`config.mk`:
```
export PLATFORM = sky130hd
export DESIGN_NAME = rvfpm_issue_queue
export DESIGN_NICKNAME = d
export VERILOG_FILES = /design/src/rtl/rvfpm_issue_queue_pkg.sv /design/src/rtl/rvfpm_issue_queue.sv
export SDC_FILE = /design/constraint.sdc
export NUM_CORES = 1
export LEC_CHECK = 0
export ABC_AREA = 0
export BUFFER_PORTS_ARGS = -buffer_cell sky130_fd_sc_hd__buf_2
export CAP_MARGIN = 20
export CORE_ASPECT_RATIO = 0.75
export CORE_UTILIZATION = 57
export DETAILED_ROUTE_END_ITERATION = 8
export PLACE_DENSITY = 0.76
export SYNTH_ARGS = -nofsm -noshare
export SYNTH_HDL_FRONTEND = slang
export SYNTH_SLANG_ARGS = --single-unit
```
`constraint.sdc`:
```
create_clock -name ck -period 5.3 [get_ports ck]
set_clock_uncertainty 0.15 [all_clocks]
set_input_delay 0.795 -clock ck [delete_from_list [all_inputs] [get_ports ck]]
set_output_delay 0.795 -clock ck [all_outputs]
set_load 0.005 [all_outputs]
```
`src/rtl/rvfpm_issue_queue_pkg.sv`:
```
// Shared types for the FPU issue queue: entry lifecycle states, the buffered
// payload record and the pointer-width helper.
package pa_rvfpm;

  localparam int IQ_DEPTH  = 4;
  localparam int IQ_ID_W   = 4;
  localparam int IQ_FLEN   = 32;
  localparam int IQ_NUM_RS = 3;

  typedef enum logic [1:0] {
    ENTRY_FREE      = 2'd0,
    ENTRY_PENDING   = 2'd1,
    ENTRY_COMMITTED = 2'd2,
    ENTRY_KILLED    = 2'd3
  } entry_state_e;

  // Payload widths are fixed by the package constants; the queue's width
  // parameters must match them.
  typedef struct packed {
    logic [31:0]                  instr;
    logic [IQ_ID_W-1:0]           id;
    logic [IQ_NUM_RS*IQ_FLEN-1:0] rs;
    logic [1:0]                   mode;
  } iq_entry_t;

  function automatic int iq_ptr_w(input int depth);
    return (depth > 1) ? $clog2(depth) : 1;
  endfunction

  localparam int IQ_PTR_W = iq_ptr_w(IQ_DEPTH);

endpackage

```
`src/rtl/rvfpm_issue_queue.sv`:
```
// In-order issue/commit queue between the XIF issue/commit ports and the FPU
// pipeline: holds accepted instructions until committed (dispatch) or killed (drop).
module rvfpm_issue_queue
  import pa_rvfpm::*;
#(
  parameter int QUEUE_DEPTH = IQ_DEPTH,
  parameter int X_ID_WIDTH  = IQ_ID_W,
  parameter int FLEN        = IQ_FLEN,
  parameter int X_NUM_RS    = IQ_NUM_RS
) (
  input  logic                          ck,
  input  logic                          rst,
  input  logic                          issue_valid,
  output logic                          issue_ready,
  input  logic [31:0]                   issue_instr,
  input  logic [X_ID_WIDTH-1:0]         issue_id,
  input  logic [X_NUM_RS*FLEN-1:0]      issue_rs,
  input  logic [1:0]                    issue_mode,
  input  logic                          commit_valid,
  input  logic [X_ID_WIDTH-1:0]         commit_id,
  input  logic                          commit_kill,
  output logic                          disp_valid,
  input  logic                          disp_ready,
  output logic [31:0]                   disp_instr,
  output logic [X_ID_WIDTH-1:0]         disp_id,
  output logic [X_NUM_RS*FLEN-1:0]      disp_rs,
  output logic [1:0]                    disp_mode,
  output logic                          commit_miss,
  output logic [$clog2(QUEUE_DEPTH):0]  occupancy
);

  localparam int PTR_W = iq_ptr_w(QUEUE_DEPTH);
  localparam int OCC_W = $clog2(QUEUE_DEPTH) + 1;
  localparam logic [OCC_W-1:0] FULL_COUNT = OCC_W'(QUEUE_DEPTH);

  entry_state_e            state_q [QUEUE_DEPTH];
  entry_state_e            state_d [QUEUE_DEPTH];
  iq_entry_t               entries_q [QUEUE_DEPTH];
  logic [PTR_W-1:0]        head_q, head_d, tail_q, tail_d;
  logic [OCC_W-1:0]        occ_q, occ_d;
  logic                    miss_q, miss_d;

  logic [QUEUE_DEPTH-1:0]  match;
  logic [QUEUE_DEPTH-1:0]  live_dup;
  logic                    issue_fire, incoming_match;
  logic                    disp_fire, drop, retire;
  entry_state_e            resolved_state;
  iq_entry_t               new_entry, head_entry;

  assign issue_ready    = (occ_q != FULL_COUNT);
  assign issue_fire     = issue_valid & issue_ready;
  assign incoming_match = commit_valid & issue_fire & (commit_id == issue_id);
  assign resolved_state = commit_kill ? ENTRY_KILLED : ENTRY_COMMITTED;
  assign new_entry      = '{instr: issue_instr, id: issue_id, rs: issue_rs, mode: issue_mode};

  // Only PENDING entries are commit targets; ids of live entries are unique.
  generate
    for (genvar gi = 0; gi < QUEUE_DEPTH; gi++) begin : g_match
      assign match[gi] = commit_valid && (state_q[gi] == ENTRY_PENDING) &&
                         (entries_q[gi].id == commit_id);
      assign live_dup[gi] = (state_q[gi] != ENTRY_FREE) && (entries_q[gi].id == issue_id) &&
                            !(retire && (head_q == PTR_W'(gi)));
    end
  endgenerate

  assign head_entry = entries_q[head_q];
  assign disp_valid = (state_q[head_q] == ENTRY_COMMITTED) && !rst;
  assign disp_fire  = disp_valid & disp_ready;
  assign drop       = (state_q[head_q] == ENTRY_KILLED);
  assign retire     = disp_fire | drop;

  assign disp_instr  = disp_valid ? head_entry.instr : '0;
  assign disp_id     = disp_valid ? head_entry.id    : '0;
  assign disp_rs     = disp_valid ? head_entry.rs    : '0;
  assign disp_mode   = disp_valid ? head_entry.mode  : '0;
  assign commit_miss = miss_q;
  assign occupancy   = occ_q;

  always_comb begin
    state_d = state_q;
    head_d  = head_q;
    tail_d  = tail_q;
    occ_d   = occ_q;
    miss_d  = commit_valid && (match == '0) && !incoming_match;
    for (int i = 0; i < QUEUE_DEPTH; i++) begin
      if (match[i]) state_d[i] = resolved_state;
    end
    // Head is never PENDING when retiring and tail slot is always FREE, so
    // these writes never collide with the commit updates above.
    if (retire) begin
      state_d[head_q] = ENTRY_FREE;
      head_d          = head_q + PTR_W'(1);
    end
    if (issue_fire) begin
      state_d[tail_q] = incoming_match ? resolved_state : ENTRY_PENDING;
      tail_d          = tail_q + PTR_W'(1);
    end
    case ({issue_fire, retire})
      2'b10:   occ_d = occ_q + OCC_W'(1);
      2'b01:   occ_d = occ_q - OCC_W'(1);
      default: occ_d = occ_q;
    endcase
  end

  always_ff @(posedge ck) begin
    if (rst) begin
      for (int i = 0; i < QUEUE_DEPTH; i++) state_q[i] <= ENTRY_FREE;
      head_q <= '0;
      tail_q <= '0;
      occ_q  <= '0;
      miss_q <= 1'b0;
    end else begin
      for (int i = 0; i < QUEUE_DEPTH; i++) state_q[i] <= state_d[i];
      head_q <= head_d;
      tail_q <= tail_d;
      occ_q  <= occ_d;
      miss_q <= miss_d;
    end
  end

  always_ff @(posedge ck) begin
    if (issue_fire) entries_q[tail_q] <= new_entry;
  end

`ifndef SYNTHESIS
  always_ff @(posedge ck) begin
    if (!rst && issue_fire) begin
      assert (live_dup == '0)
        else $error("rvfpm_issue_queue: issue of id %0d already live", issue_id);
    end
  end
`endif

endmodule

```
==> flow_metrics.py <==
metrics = {
    "min_path": {
        "hold_class": "in2reg",
        "min_from": "issue_instr[1]",
        "hold_path_depth": 1,
        "min_to": "entries_q[1][103]$_DFFE_PP_",
    },
    "clock_network": {
        "clk_pin_slew_ns": 0.06,
        "ctsHtreeMaxLevel": 2,
        "cts_root_buf": "clkbuf_16",
        "cts_buffers": 51,
        "clock_path_buffers": 3,
        "hold_buffers": 0,
        "clock_sinks": 554,
        "post_cts_buffers": 0,
        "cts_tree": "done",
        "post_cts_resized": 0,
        "clk-insertion-delay-late_ns": 0.56,
    },
    "yosys": {
        "syn-num-nets": 1176,
        "ys_seq_elements": 554,
        "syn_inst": 1022,
        "ys_types": 39,
        "ys_top_cells_by_count": "edfxtp_1 (536), and3_1 (135), mux4_2 (135)",
        "synth_most_common_cell": "edfxtp_1",
        "synth_warnings": 0,
        "synth_area_leaders": "edfxtp_1 (75%), mux4_2 (14%), and3_1 (3.9%), dfxtp_1 (1.7%), clkbuf_1 (0.93%)",
        "yosys_most_used_dff": "edfxtp_1",
        "synth_edf_count": 536,
        "synth_area_per_cell_um2": 21.04,
        "async_flop_share_pct": 0,
        "synth.yosys.seq_area_share_pct": 76.54,
        "mappedNetlistArea_um2": 21500,
        "synth.top_cell.area_share_pct": 74.86,
        "synth_top_area_cell": "edfxtp_1",
    },
    "job": {
        "maxCapViolations": 0,
    },
    "worst_setup_path": {
        "cp-end-kind": "output pin",
        "rrSetupSlack_ns": 1.95,
        "cp_data_required_time_ns": 4.36,
        "r2r-end": "occupancy[2]$_SDFFE_PP0P_",
        "path_buf_inv": 2,
        "path_cells": "mux4_4 -> buf_4 -> and3_1 -> buf_2",
        "crit_path_top_delay_cell": "mux4_4",
        "critPathKind": "reg2out",
        "cp_top_family": "multiplexers",
        "start_kind": "register",
        "critPathMaxFanout": 81,
        "crit_arrival_ns": 3.02,
        "r2r_cells": 8,
        "rr_startpoint": "head_q[0]$_SDFFE_PP0N_",
        "slowest_delay_ns": 1.13,
    },
    "sta": {
        "period_minus_slack_ns": 3.963,
        "slew_headroom_pct": 40.64,
        "slew_viol_final": 0,
        "hold-worst-slack_ns": 0.2949,
        "hold_viol_final": 0,
        "max_freq_mhz": 252.3,
        "finalSetupViolCount": 0,
        "fin_tns_setup_ns": 0,
        "rsz0062_at_grt": "false",
        "worst_slew_pin_slew_ns": 0.8904,
        "setup_slack_ns": 1.337,
        "post-route-period-util_pct": 74.78,
    },
    "floorplan": {
        "die_w_um": 226.3,
        "core_area_um2": 37090,
        "rows": 61,
        "die-area_um2": 38510,
        "fp.dieH_um": 170.2,
        "start_util_pct": 57.96,
        "ioPinCount": 284,
    },
    "global_route": {
        "grt_usage_pct": 23.05,
        "grt_pass1_vias": 11057,
        "overflow": 0,
        "grt_max_degree": 86,
        "grt_pass1_wl_um": 65540,
        "antenna_found_initial": 10,
    },
    "detailed_routing": {
        "post_drt_wl_per_cell_um": 23.44,
        "post-route-drc-count": 0,
        "finalWirelength_um": 43480,
        "firstDrtPassIters": 6,
        "avgViaCountPerCell": 5.814,
        "drt_iter0_drc": 836,
        "vias": 10785,
        "ant_nets": 0,
    },
    "power_and_ir_drop": {
        "p_per_area_nw_per_um2": 362.0,
        "finalPower_mw": 9.112,
        "peakVddDrop_mv": 0.2450,
        "p_leak_nw": 9.138,
    },
    "cells_and_area": {
        "final_core_util_pct": 67.85,
        "area_growth_pct": 17.06,
        "regArea_um2": 16460,
        "nNetsFinal": 1459,
        "fillers": 2417,
        "multiInputGateArea_um2": 4721,
        "drive_above_1_share_pct": 38.66,
        "fin_cells": 1855,
        "fin_area_um2": 25170,
    },
    "place": {
        "io_buffers": 283,
        "place_congestion": 0.8407,
        "dp_slack_ns": 1.920,
        "hpwlAfterDp_um": 25850,
        "place_area_um2": 23520,
        "dp_cells": 1756,
    },
    "run_status": {
        "status": "finished, final reports clean",
    },
}
## worst max-delay path by stage
stage,startpoint,endpoint,slack (ns),cells past startpoint
final,head_q[0]$_SDFFE_PP0N_,disp_rs[42],1.34,4
after global routing,head_q[0]$_SDFFE_PP0N_,disp_rs[42],1.18,4
after CTS,head_q[0]$_SDFFE_PP0N_,disp_rs[82],1.32,4
after detailed placement,head_q[0]$_SDFFE_PP0N_,disp_rs[82],1.92,4
after global placement,register,disp_instr[0],1.98,4
after floorplan,issue_valid,entries_q[2][0]$_DFFE_PP_,0.72,4
## flip-flops by register name, indices dropped and copies added, names as in the netlist, named ones only
register,flops
entries_q,536
state_q,8
occupancy,3
head_q,2
tail_q,2
commit_miss,1
## logic make-up after synthesis
kind of cell | Yosys count | share of synthesized area [%]
AND/OR/NAND/NOR | 187 | 5.232
adder cells (fa/ha/maj) | 10 | 0.6169
AO/OA/AOI/OAI | 25 | 0.7914
XOR/XNOR | 24 | 0.9776
multiplexers | 138 | 14.29
flip-flops | 554 | 76.54
buffers and inverters | 84 | 1.554
## cells in the final DEF, fill, tap and decap left out, drive strengths merged, types with 2 or more instances in the layout
| master | synthesis | layout |
|---|---|---|
| xnor2 | 14 | 14 |
| nand3b | 5 | 5 |
| clkinv | 0 | 13 |
| xor2 | 10 | 10 |
| a21oi | 9 | 9 |
| nand4 | 6 | 6 |
| o31ai | 3 | 3 |
| inv | 15 | 15 |
| nor2 | 13 | 13 |
| nor2b | 2 | 2 |
| clkbuf | 53 | 76 |
| edfxtp | 536 | 536 |
| nor4 | 2 | 2 |
| nand2 | 14 | 14 |
| bufinv | 0 | 3 |
| ha | 9 | 9 |
| diode | 0 | 6 |
| and3 | 136 | 136 |
| mux4 | 135 | 135 |
| buf | 16 | 299 |
| or3 | 4 | 4 |
| o211ai | 3 | 3 |
| dfxtp | 18 | 18 |
| nor3 | 2 | 2 |
| mux2 | 2 | 2 |
| o22ai | 3 | 3 |
## per-layer routing
metal | vias to the layer above | part of all wire, % | global-route usage, %
li1 | 4788 | - | -
met2 | 396 | 50 | 37.46
met4 | 8 | 2.2 | 6.580
met5 | - | 0.12 | 0
met1 | 5520 | 42 | 32.03
met3 | 73 | 6.4 | 4.782
## where the power goes
| group | internal (mW) | leakage, nW | switching (mW) |
|---|---|---|---|
| Clock | 2.07 | 0.804 | 1.50 |
| Sequential | 5.02 | 5.07 | 0.0496 |
| Combinational | 0.175 | 3.26 | 0.284 |
| Total | 7.27 | 9.14 | 1.84 |
## cell type report
cell class	count	area share, %
tap	504	2.505
sequential	554	65.41
multi-input combinational	384	18.76
clock inverter	17	0.6214
timing repair buffer	299	6.453
antenna	6	0.05965
clock buffer	76	5.891
inverter	15	0.3032
No activity file was read; power rests on OpenSTA's default activity.
